**src/rtl/prince_mask_pkg.sv**
```systemverilog
// Shared types and defaults for the masked PRINCE S-box layer controller.
package prince_mask_pkg;

  localparam int SBOX_LAT_DEF = 2;
  localparam int RND_W_DEF    = 216;

  typedef enum logic [1:0] {
    ST_IDLE  = 2'd0,
    ST_ISSUE = 2'd1,
    ST_DRAIN = 2'd2,
    ST_DONE  = 2'd3
  } layer_state_e;

  // Tag that travels alongside a byte through the external TwoSboxes pipeline.
  typedef struct packed {
    logic       vld;
    logic [2:0] idx;
  } sbox_tag_t;

endpackage

```
**src/rtl/prince_sbox_layer_ctrl_tag_pipe.sv**
```systemverilog
// Valid/index shift register matching the latency of the external TwoSboxes datapath.
module sbox_tag_pipe
  import prince_mask_pkg::*;
#(
  parameter int SBOX_LAT = SBOX_LAT_DEF
) (
  input  logic      clk,
  input  logic      rst_i,
  input  sbox_tag_t tag_in,
  output sbox_tag_t tag_out
);

  sbox_tag_t tag_q [SBOX_LAT];

  always_ff @(posedge clk or negedge rst_i) begin
    if (!rst_i) begin
      for (int i = 0; i < SBOX_LAT; i++) tag_q[i] <= '0;
    end else begin
      tag_q[0] <= tag_in;
      for (int i = 1; i < SBOX_LAT; i++) tag_q[i] <= tag_q[i-1];
    end
  end

  assign tag_out = tag_q[SBOX_LAT-1];

endmodule

```
**src/rtl/prince_sbox_layer_ctrl.sv**
```systemverilog
// Streams the eight byte shares of a 64-bit state through an external TwoSboxes
// pipeline and reassembles the substituted shares as they return.
module prince_sbox_layer_ctrl
  import prince_mask_pkg::*;
#(
  parameter int SBOX_LAT = SBOX_LAT_DEF,
  parameter int RND_W    = RND_W_DEF
) (
  input  logic             clk,
  input  logic             rst_i,
  input  logic             start,
  input  logic [63:0]      in1,
  input  logic [63:0]      in2,
  input  logic [63:0]      in3,
  output logic             busy,
  output logic             done,
  output logic [63:0]      out1,
  output logic [63:0]      out2,
  output logic [63:0]      out3,
  input  logic [RND_W-1:0] rnd,
  input  logic             rnd_valid,
  output logic             rnd_ready,
  output logic [7:0]       sb_in1,
  output logic [7:0]       sb_in2,
  output logic [7:0]       sb_in3,
  output logic [RND_W-1:0] sb_r,
  input  logic [7:0]       sb_out1,
  input  logic [7:0]       sb_out2,
  input  logic [7:0]       sb_out3
);

  layer_state_e state_q;
  logic [2:0]   cnt_q;
  logic [63:0]  sh1_q, sh2_q, sh3_q;
  logic [63:0]  out1_q, out2_q, out3_q;
  logic         busy_q, done_q;
  logic         issue, issue_last, cap_last;
  logic [5:0]   byte_lsb;
  sbox_tag_t    tag_p0, tag_pn;

  // Issue stage: a byte leaves only when fresh randomness is available.
  assign issue      = (state_q == ST_ISSUE) && rnd_valid;
  assign issue_last = issue && (cnt_q == 3'd7);
  assign byte_lsb   = {cnt_q, 3'b000};

  // Bubbles drive zeros so the datapath never sees stale shares or randomness.
  assign sb_in1    = issue ? sh1_q[byte_lsb +: 8] : 8'h00;
  assign sb_in2    = issue ? sh2_q[byte_lsb +: 8] : 8'h00;
  assign sb_in3    = issue ? sh3_q[byte_lsb +: 8] : 8'h00;
  assign sb_r      = issue ? rnd : '0;
  assign rnd_ready = issue;

  always_comb begin
    tag_p0 = '0;
    if (issue) begin
      tag_p0.vld = 1'b1;
      tag_p0.idx = cnt_q;
    end
  end

  sbox_tag_pipe #(
    .SBOX_LAT (SBOX_LAT)
  ) u_tag_pipe (
    .clk     (clk),
    .rst_i   (rst_i),
    .tag_in  (tag_p0),
    .tag_out (tag_pn)
  );

  assign cap_last = tag_pn.vld && (tag_pn.idx == 3'd7);

  always_ff @(posedge clk or negedge rst_i) begin
    if (!rst_i) begin
      state_q <= ST_IDLE;
      cnt_q   <= 3'd0;
      sh1_q   <= '0;
      sh2_q   <= '0;
      sh3_q   <= '0;
      busy_q  <= 1'b0;
      done_q  <= 1'b0;
    end else begin
      done_q <= 1'b0;
      case (state_q)
        ST_IDLE: begin
          if (start) begin
            sh1_q   <= in1;
            sh2_q   <= in2;
            sh3_q   <= in3;
            cnt_q   <= 3'd0;
            busy_q  <= 1'b1;
            state_q <= ST_ISSUE;
          end
        end
        ST_ISSUE: begin
          if (issue_last) begin
            cnt_q   <= 3'd0;
            state_q <= ST_DRAIN;
          end else if (issue) begin
            cnt_q <= cnt_q + 3'd1;
          end
        end
        ST_DRAIN: begin
          if (cap_last) begin
            done_q  <= 1'b1;
            state_q <= ST_DONE;
          end
        end
        ST_DONE: begin
          busy_q  <= 1'b0;
          state_q <= ST_IDLE;
        end
        default: state_q <= ST_IDLE;
      endcase
    end
  end

  // Capture stage: returned bytes land in the lane named by their tag.
  always_ff @(posedge clk or negedge rst_i) begin
    if (!rst_i) begin
      out1_q <= '0;
      out2_q <= '0;
      out3_q <= '0;
    end else if (tag_pn.vld) begin
      out1_q[{tag_pn.idx, 3'b000} +: 8] <= sb_out1;
      out2_q[{tag_pn.idx, 3'b000} +: 8] <= sb_out2;
      out3_q[{tag_pn.idx, 3'b000} +: 8] <= sb_out3;
    end
  end

  assign busy = busy_q;
  assign done = done_q;
  assign out1 = out1_q;
  assign out2 = out2_q;
  assign out3 = out3_q;

endmodule

```
**config.mk**
```make
export PLATFORM = sky130hd
export DESIGN_NAME = prince_sbox_layer_ctrl
export DESIGN_NICKNAME = d
export VERILOG_FILES = /design/src/rtl/prince_mask_pkg.sv /design/src/rtl/prince_sbox_layer_ctrl_tag_pipe.sv /design/src/rtl/prince_sbox_layer_ctrl.sv
export SDC_FILE = /design/constraint.sdc
export NUM_CORES = 1
export LEC_CHECK = 0
export ABC_AREA = 1
export CAP_MARGIN = 20
export CELL_PAD_IN_SITES_DETAIL_PLACEMENT = 0
export CELL_PAD_IN_SITES_GLOBAL_PLACEMENT = 1
export CORE_AREA = 2 2 340 342
export DETAILED_ROUTE_END_ITERATION = 10
export DIE_AREA = 0 0 342 344
export PLACE_DENSITY_LB_ADDON = 0.12
export RECOVER_POWER = 50
export SYNTH_ARGS = -nofsm -noshare
export SYNTH_HDL_FRONTEND = slang
export SYNTH_HIERARCHICAL = 1
export SYNTH_SLANG_ARGS = --single-unit
export TNS_END_PERCENT = 10
```
**constraint.sdc**
```tcl
create_clock -name clk -period 4.1 [get_ports clk]
set_input_delay 1.025 -clock clk [delete_from_list [all_inputs] [get_ports clk]]
set_output_delay 1.025 -clock clk [all_outputs]
set_load 0.1 [all_outputs]
```
== Word-level counts from Yosys, hierarchy flattened ==
Cells that the tools add are included.

* Shift-type cells: 7
* Reductions and logical operators: 10
* Equal/unequal tests: 9
* Muxes and demuxes: 20
* Add/subtract/negate cells: 2

{| class="wikitable"
|+ Operator list
! cell !! count
|-
| 216-bit 2-to-1 mux || 1
|-
| 64-bit bitwise mux || 3
|-
| 64-bit by 7-bit variable part select with 8-bit output || 3
|-
| 8-bit by 8-bit variable part select with 64-bit output || 3
|-
| 8-bit by 8-bit variable shift with 64-bit output, first input constant || 1
|-
| 8-bit 2-to-1 mux || 3
|-
| 3-bit 2-to-1 mux || 3
|-
| 6-bit negator with 8-bit output || 1
|-
| 2-bit one-hot mux with 4 select lines || 1
|-
| 3-bit equality test, second input constant || 2
|-
| 2-bit 2-to-1 mux || 3
|-
| 2-bit inequality test, second input constant || 3
|-
| 3-bit one-hot mux with 2 select lines || 1
|-
| 3-bit AND reduction || 2
|-
| 2-bit equality test, second input constant || 2
|-
| 4-bit 2-to-1 mux || 1
|-
| 2-bit AND reduction || 2
|-
| 2-bit nonzero test || 2
|-
| 3-bit by 1-bit adder with 3-bit output, second input constant || 1
|-
| 1-bit logical AND || 3
|-
| 1-bit 2-to-1 mux || 3
|-
| 3-bit inequality test, second input constant || 1
|-
| 2-bit by 1-bit equality test with 1-bit output, second input constant || 1
|-
| 2-bit logical NOT || 1
|-
| 1-bit one-hot mux with 2 select lines || 1
|}

* Output and inout bits: 435
* Input bits: 436
* Bits in registers: 399
* Logic and storage cells: 62

== Logic depth before layout (Yosys ltp) ==
Gate-level depths: netlist of run 1.

* Depth after elaboration: 5
* Gate-level depth with buffers: 12
* Depth with buffers taken out: 9

== By module ==
The synthesis of run 1 kept the hierarchy.

{| class="wikitable"
|+ Modules (own cells, without submodules)
! module !! instances !! sequential area each (um^2) !! area each (um^2) !! cells an instance
|-
| prince_sbox_layer_ctrl || 1 || 9784.4 || 19202.2 || 2662
|-
| sbox_tag_pipe || 1 || 200.2 || 230.2 || 12
|}

== Worst setup path after synthesis of run 1 ==
No wires, ideal clock.

* Path type: input port to output port
* From: input port rnd_valid
* To: output port sb_r[208]
* Buffers on the path: 2
* Cell stages on the path: 4
* Required time: 3.075 ns
* Path slack: 0.278 ns
* Data arrival time: 2.797 ns
* Path through: nand2_1 -> clkbuf_1 -> clkbuf_1 -> nor2_1

* Word-level cells in the longest chain between the ends: 2

{| class="wikitable"
|+ RTL lines
! what !! RTL line !! source
|-
| start: declaration || prince_sbox_layer_ctrl.sv:21 || <nowiki>input logic rnd_valid,</nowiki>
|-
| 1-bit logical AND || prince_sbox_layer_ctrl.sv:42 || <nowiki>assign issue = (state_q == ST_ISSUE) && rnd_valid;</nowiki>
|-
| 216-bit 2-to-1 mux || prince_sbox_layer_ctrl.sv:50 || <nowiki>assign sb_r = issue ? rnd : '0;</nowiki>
|-
| end: declaration || prince_sbox_layer_ctrl.sv:26 || <nowiki>output logic [RND_W-1:0] sb_r,</nowiki>
|}

No other way between the ends.

== Worst setup path in the final report of run 1 ==
* From: input port rnd_valid
* To: output port rnd_ready

* Word-level cells in the longest chain between the ends: 1

{| class="wikitable"
|+ RTL lines
! what !! RTL line !! source
|-
| 1-bit logical AND || prince_sbox_layer_ctrl.sv:42 ||
|-
| end: declaration || prince_sbox_layer_ctrl.sv:22 || <nowiki>output logic rnd_ready,</nowiki>
|}

No other way between the ends.

==> results of run 1 <==
## flip-flops by register name (all words and copies together), names as in the netlist
| name | count |
|---|---|
| out3 | 64 |
| sh1_q | 64 |
| sh2_q | 64 |
| cnt_q | 3 |
| out1 | 64 |
| sh3_q | 64 |
| u_tag_pipe/tag_q | 4 |
| out2 | 64 |
| state_q | 2 |
| busy | 1 |
| u_tag_pipe/tag_out | 4 |
| done | 1 |
## cell type report
| class | count | area [µm²] |
|---|---|---|
| antenna | 4 | 10.0 |
| clock buffer | 80 | 1530 |
| clock inverter | 9 | 126 |
| fill | 12400 | 80300 |
| inverter | 298 | 1120 |
| multi-input combinational | 1814 | 7550 |
| sequential | 399 | 9990 |
| tap | 1512 | 1890 |
| timing repair buffer | 917 | 11400 |
## cell usage after synthesis, types with 2 or more instances
master / count / area [µm²]
buf_1: 6 / 22.5
buf_2: 65 / 325
buf_4: 11 / 82.6
buf_6: 8 / 90.1
clkbuf_1: 72 / 270
clkinv_1: 2 / 7.51
dfrtp_1: 399 / 9980
ha_1: 10 / 125
inv_1: 289 / 1080
inv_2: 6 / 22.5
nand2_1: 1034 / 3880
nand3_1: 33 / 165
nand3_2: 4 / 40.0
nand4_1: 44 / 275
nor2_1: 423 / 1590
nor2_2: 10 / 62.6
nor2_4: 3 / 33.8
o21ai_0: 162 / 811
o21ai_1: 69 / 345
o21ai_2: 14 / 123
## worst max path at each step
stage                         start         to  cells past startpoint
after floorplan           rnd_valid  sb_r[208]                      4
after global placement    rnd_valid   sb_r[83]                      5
after detailed placement  rnd_valid   sb_r[83]                      5
after CTS                  cnt_q[1]  sb_in2[0]                      7
after global routing      rnd_valid    sb_r[4]                      5
final                     rnd_valid  rnd_ready                      5
## timing repair
action | in CTS | in global routing
setup buffers | 0 | 0
resized for setup | 0 | 1
setup endpoints to repair | 0 | 2
## report_power, final
group | switching (mW) | internal [mW] | leakage (nW)
sequential | 0.528 | 5.01 | 4.35
clock | 1.87 | 2.72 | 0.808
combinational | 7.38 | 3.08 | 10.8
total | 9.78 | 10.8 | 16.0
## per-stage QoR
step | area (µm²) | utilization, %
6_report | 33600 | 29.5
4_1_cts | 33800 | 29.7
3_3_place_gp | 32200 | 28.3
3_5_place_dp | 32200 | 28.3
2_1_floorplan | 19400 | -
5_1_grt | 33600 | 29.5
## cells by family after synthesis
| kind of cell | synth area share (%) |
|---|---|
| compound gates | 6.65 |
| simple gates | 31.5 |
| flops | 51.4 |
| buf+inv | 9.86 |
| fa+ha+maj | 0.644 |
## routing by layer
layer / vias to the layer above / part of all wire [%] / wire length [µm] / global-route usage [%]
met4: 12 / 3.4 / 4410 / 6.91
met5: - / 0.058 / 74 / 0
met3: 134 / 7.2 / 9240 / 6.02
met2: 651 / 46 / 59700 / 33.6
met1: 9434 / 43 / 55200 / 27.1
li1: 9702 / - / - / -
==> impl_metrics.ini, run 1 <==
[final_layout]
final_common_cell = nand2_1
fin_nets = 3927
layout.cells.most_common_list = nand2_1, clkdlybuf4s50_1, nor2_1
fin_cells = 5033
drive_gt1_share_pct = 12.2
area_delta_synth_final_pct = 72.9

[status]
violations = capacitance limit, slew limit
outcome = finished, violations left

[worst_setup_path]
critPathCaptureType = output port
r2r-start = state_q[0]
r2r_end = sh2_q[44]
cpPeakStageDelay_ns = 0.74
critPathSlowestCell = clkbuf_1
crit_arrival_ns = 2.87
cp.required_ns = 3.07
cp-start-kind = primary input
crit_chain = clkdlybuf4s50_1 -> nand2_4 -> clkbuf_1 -> inv_1 -> buf_12
r2r_slack_ns = 0.66
cp.buffers_inverters = 4
crit_family = buffers and inverters
crit_fanout = 19
reg2regPathDepth = 7
criticalPathCategory = in -> out

[routing]
drtIter0Drc = 1213
vias = 19900
finalWirelength_mm = 129
drt_first_pass_iters = 5
avgViaCountPerCell = 3.96
remaining_drc_errors = 0
drt-wirelength-per-cell_um = 25.6
drtAntennaViolNets = 0

[min_path]
worstHoldPathType = reg -> reg
hold_path_end = u_tag_pipe/tag_out[1]
hold_depth = 0
hp-start = u_tag_pipe/tag_q[5]

[synthesis]
synth-seq-cells = 399
synth_area_um2 = 19400
avgSynthCellArea_um2 = 7.27
netlist-cell-type-count = 30
ys_seq_area_share_pct = 51.4
synthArstFlopShare_pct = 100
synth-edff-count = 0
synth_fp_nets = 3120
synth_ff_type = dfrtp_1
ys_warn_count = 6
synthCells = 2674

[timing]
setup_violations = 0
fin_crit_ns = 3.90
max-slew-margin-rel_pct = -49.4
clock_skew_ns = 0.0198
fin_ws_ns = 0.202
tns_ns = 0
drv_slew = 157
worstMarginPinSlew_ns = 2.24
finalCritPeriodShare_pct = 95.1
hold_ws_ns = 0.354
finalHoldViolCount = 0
fmax_mhz = 257
rsz0062_at_grt = no

[place]
hpwl_mm = 102
dpl.cell_count = 4940
port-buffer-count = 870
dpl_worst_slack_ns = 0.549
place.gp.congestion = 0.896

[pwr]
p_per_area_nw_per_um2 = 613
max-vdd-ir-drop_v = 0.000305
p_total_mw = 20.6
p_leak_nw = 16.0

[global_routing]
grt_pass1_wl_mm = 171
grt_pass1_vias = 20200
overflow = 0
grt_max_degree = 169
antenna_found_initial = 27
track_usage_pct = 21.0

[die]
die_w_um = 342
die_h_um = 344
num_rows = 124
initial_utilization_pct = 17.1
ios = 871
die-area_um2 = 118000
core_um2 = 114000

[clock_tree]
clock_latency_ns = 0.60
cts_tree = yes
htreeDepth = 2
cts.clk_slew.worst_paths_ns = 0.06
cts_buffers = 51
cts_root_buf = clkbuf_16
clock-sinks = 399
cts_buffer_depth = 3
cts_hold_buf = 0

[job]
maxCapViolations = 2
No activity file was read; power rests on OpenSTA's default activity.
==> run 2, diff against run 1 <==
CAP_MARGIN = 30   (was 20)
==> run 2 against run 1 <==
The run still ends with capacitance limit, slew limit left. Die area stayed put. Clock-buffer cell count fell by 5. Clock skew rose by 0.00083 ns. Core utilization grew 1.2 points. Via count up 0.68%. Wire length barely moved. Sequential share of layout area fell by 1.2 points. Sequential power hardly changed. Worst setup slack gained 0.019 ns. Non-clock buffer count up 52.
==> impl_metrics.ini, run 2 (synthesis results as in run 1) <==
[die]
die-area_um2 = 118000
core_um2 = 114000
initial_utilization_pct = 17.1
num_rows = 124
die_h_um = 344
ios = 871
die_w_um = 342

[pwr]
p_per_area_nw_per_um2 = 594
p_total_mw = 20.8
pwr-share-comb_pct = 51.9
max-vdd-ir-drop_v = 0.000366
p_switching_mw = 9.83
p_leak_nw = 16.7
internal-power_mw = 11.0
p_seq_share_pct = 26.7
p_sw_share_pct = 47.3
clkPwrFrac_pct = 21.5

[routing]
drt-wirelength-per-cell_um = 25.3
avgViaCountPerCell = 3.94
drt_first_pass_iters = 7
remaining_drc_errors = 0
vias = 20100
drtAntennaViolNets = 0
finalWirelength_mm = 129
drtIter0Drc = 1120

[worst_setup_path]
reg2regPathDepth = 7
critPathCaptureType = output port
r2r_slack_ns = 0.67
cp.required_ns = 3.07
r2r-start = state_q[0]
crit_arrival_ns = 2.85
crit_fanout = 19
criticalPathCategory = in -> out
r2r_end = sh2_q[41]
cp-start-kind = primary input

[clock_tree]
cts_buffer_depth = 3
cts_buffers = 51
cts_tree = yes
cts_root_buf = clkbuf_16
htreeDepth = 2
clock-sinks = 399
clock_latency_ns = 0.60
cts.clk_slew.worst_paths_ns = 0.06

[min_path]
worstHoldPathType = reg -> reg
hold_depth = 0
hp-start = u_tag_pipe/tag_q[5]
hold_path_end = u_tag_pipe/tag_out[1]

[place]
port-buffer-count = 870
hpwl_mm = 103
place_area_um2 = 33600
place.gp.congestion = 0.896

[job]
maxCapViolations = 2

[final_layout]
multi_input_area_um2 = 7550
design_area_um2 = 35000
nFillCells = 12300
area_delta_synth_final_pct = 80.1
regArea_um2 = 9990
fin_util_pct = 30.7
drive_gt1_share_pct = 13.6
layout.cells.most_common_list = nand2_1, clkdlybuf4s50_1, nor2_1
fin_nets = 3979
final_common_cell = nand2_1

[global_routing]
overflow = 0
antenna_found_initial = 27
track_usage_pct = 21.1
grt_max_degree = 169
grt_pass1_vias = 20600
grt_pass1_wl_mm = 174

[timing]
tns_ns = 0
worstMarginPinSlew_ns = 2.28
rsz0062_at_grt = no
max-slew-margin-rel_pct = -52.3
finalCritPeriodShare_pct = 94.6
drv_slew = 157
setup_violations = 0
fin_crit_ns = 3.88
fmax_mhz = 258
finalHoldViolCount = 0
clock_skew_ns = 0.0206

[status]
violations = capacitance limit, slew limit
outcome = finished, violations left
[run 2: cell count changes in the layout (fill, tap and decap cells not counted)]
cell / delta
clkbuf_8: +1
clkinv_2: +6
bufinv_16: -1
diode_2: +2
clkbuf_1: -4
clkbuf_16: -2
clkinvlp_4: +1
buf_16: +52
[run 2: metrics by stage]
step / worst slack (ns) / instances / hold slack, ns
floorplan: 0.278 / 2674 / 0.331
global placement: 0.514 / 4940 / 0.332
detailed placement: 0.536 / 4992 / 0.344
CTS: 0.0811 / 5082 / 0.359
global route: 0.0000966 / 5083 / 0.367
finish: 0.221 / 5088 / 0.353
[run 2: worst max-delay path by stage]
stage / slack (ns) / cells past startpoint / to / startpoint
floorplan: 0.28 / 4 / sb_r[208] / rnd_valid
global placement: 0.51 / 5 / sb_r[83] / rnd_valid
detailed placement: 0.54 / 5 / sb_r[83] / rnd_valid
CTS: 0.08 / 7 / sb_in2[5] / cnt_q[1]
global route: 0.0001 / 8 / sb_in2[2] / cnt_q[1]
finish: 0.22 / 5 / rnd_ready / rnd_valid
[run 2: layout make-up]
cell class / count / share of cell area [%]
antenna: 6 / 0.0429
clock buffer: 75 / 4.22
clock inverter: 15 / 0.383
inverter: 298 / 3.21
multi-input combinational: 1814 / 21.6
sequential: 399 / 28.5
tap: 1512 / 5.41
timing repair buffer: 969 / 36.6
[run 2: metal layers]
| layer | global-route usage [%] | wire length [µm] | vias up |
|---|---|---|---|
| met4 | 5.50 | 3610 | 10 |
| li1 | - | - | 9812 |
| met2 | 34.5 | 60400 | 610 |
| met3 | 6.31 | 9700 | 135 |
| met5 | 0 | 60 | - |
| met1 | 27.1 | 54900 | 9502 |
[run 2: power groups by stage]
stage | clock network, mW | registers [mW] | logic (mW)
floorplan | 0 | 6.43 | 5.54
global placement | 0 | 5.58 | 10.7
detailed placement | 0 | 5.60 | 11.0
CTS | 4.65 | 5.54 | 11.0
global route | 4.79 | 5.69 | 11.6
finish | 4.47 | 5.54 | 10.8
[run 2: timing repair]
item                                    CTS  global route
hold buffers                              0             0
endpoints found under the setup margin    0             1
buffers inserted                          0             0
gates resized for setup                   0             1
[run 2: critical path, cell delays in order]
cell	delay, ns
clkdlybuf4s50_1	0.47
nand2_4	0.18
clkbuf_1	0.72
inv_1	0.21
buf_12	0.23
==> run 3, diff against run 2 <==
SETUP_SLACK_MARGIN = 0.2   (was unset)
==> run 3 against run 2 <==
The flow still finishes with violations (capacitance limit, slew limit). Highest routed layer unchanged. Clock skew hardly changed. Die area stayed put. Critical path type unchanged. First-iteration DRC count is 1.9% higher.
==> impl_metrics.ini, run 3 (synthesis results as in run 1) <==
[min_path]
worstHoldPathType = reg -> reg
hp-start = u_tag_pipe/tag_q[5]
hold_depth = 0
hold_path_end = u_tag_pipe/tag_out[1]

[final_layout]
fin_nets = 3979
drive_gt1_share_pct = 13.7
regArea_um2 = 9990
multi_input_area_um2 = 7550
nFillCells = 12300
area_delta_synth_final_pct = 80.2
final_common_cell = nand2_1
fin_util_pct = 30.8
design_area_um2 = 35000
layout.cells.most_common_list = nand2_1, clkdlybuf4s50_1, nor2_1

[global_routing]
overflow = 0
track_usage_pct = 21.1
antenna_found_initial = 27
grt_pass1_vias = 20600
grt_max_degree = 169
grt_pass1_wl_mm = 174

[worst_setup_path]
crit_arrival_ns = 2.79
cpPeakStageDelay_ns = 0.52
crit_fanout = 9
r2r-start = state_q[0]
critPathSlowestCell = clkdlybuf4s50_1
cp.buffers_inverters = 3
r2r_end = sh2_q[41]
r2r_slack_ns = 0.79
crit_chain = clkdlybuf4s50_1 -> nand2_4 -> nor2_4 -> clkbuf_1 -> nand2_1 -> nand2_1 -> buf_12
crit_top_cell = nand2_1
critPathCaptureType = output port
cp.required_ns = 3.07
critPathLaunch = rnd_valid
crit_family = buffers and inverters
criticalPathCategory = in -> out
reg2regPathDepth = 7
cp-start-kind = primary input

[die]
num_rows = 124
ios = 871
die_w_um = 342
initial_utilization_pct = 17.1
core_um2 = 114000
die_h_um = 344
die-area_um2 = 118000

[routing]
drt_first_pass_iters = 5
remaining_drc_errors = 0
drtIter0Drc = 1141
vias = 20000
drt-wirelength-per-cell_um = 25.3
avgViaCountPerCell = 3.93
drtAntennaViolNets = 0
finalWirelength_mm = 129

[timing]
fin_ws_ns = 0.286
rsz0062_at_grt = no
finalHoldViolCount = 0
tns_ns = 0
fin_crit_ns = 3.81
worstMarginPinSlew_ns = 2.33
setup_violations = 0
finalCritPeriodShare_pct = 93.0
fmax_mhz = 262
hold_ws_ns = 0.353
clock_skew_ns = 0.0206
max-slew-margin-rel_pct = -55.4
drv_slew = 156

[clock_tree]
cts.clk_slew.worst_paths_ns = 0.06
cts_buffers = 51
clock-sinks = 399
cts_setup_buffers = 0
clock_latency_ns = 0.60
htreeDepth = 2
cts_root_buf = clkbuf_16
cts_buffer_depth = 3
cts_tree = yes

[pwr]
p_leak_nw = 16.7
p_per_area_nw_per_um2 = 594
max-vdd-ir-drop_v = 0.000366

[place]
dpl_worst_slack_ns = 0.536
place_area_um2 = 33600
hpwl_mm = 103
port-buffer-count = 870
place.gp.congestion = 0.896

[job]
maxCapViolations = 2

[status]
violations = capacitance limit, slew limit
outcome = finished, violations left
[run 3: worst max-delay path by stage]
stage / cells past startpoint / slack (ns) / to
after floorplan: 4 / 0.28 / sb_r[208]
after global placement: 5 / 0.51 / sb_r[83]
after detailed placement: 5 / 0.54 / sb_r[83]
after CTS: 8 / 0.09 / sb_in2[1]
after global routing: 7 / 0.16 / sb_in3[0]
final: 7 / 0.29 / sb_in3[1]
[run 3: per-layer routing]
metal	up-vias	wire [µm]	part of all wire [%]	track usage, %
li1	9815	-	-	-
met1	9461	55000	43	27.1
met2	585	60500	47	34.5
met3	131	9510	7.4	6.31
met4	10	3600	2.8	5.50
met5	-	60	0.047	0
[run 3: power breakdown]
group          internal [mW]  switching (mW)
combinational           3.36            7.43
sequential              5.01           0.538
clock                   2.60            1.87
total                   11.0            9.84
[run 3: stage by stage]
step | cells | power, mW
floorplan | 2674 | 12.0
detailed placement | 4992 | 16.6
global placement | 4940 | 16.3
CTS | 5082 | 21.2
finish | 5088 | 20.8
global route | 5083 | 22.1
[run 3: what timing repair did]
item	in CTS	in global routing
setup endpoints to repair	8	15
hold endpoints to repair	0	0
hold buffers	0	0
cloned	0	0
resized for setup	1	2
[run 3: final cells by class]
type / count / area share [%]
sequential: 399 / 28.5
inverter: 298 / 3.22
clock buffer: 75 / 4.22
tap: 1512 / 5.40
antenna: 6 / 0.0429
clock inverter: 15 / 0.382
multi-input combinational: 1814 / 21.6
timing repair buffer: 969 / 36.6
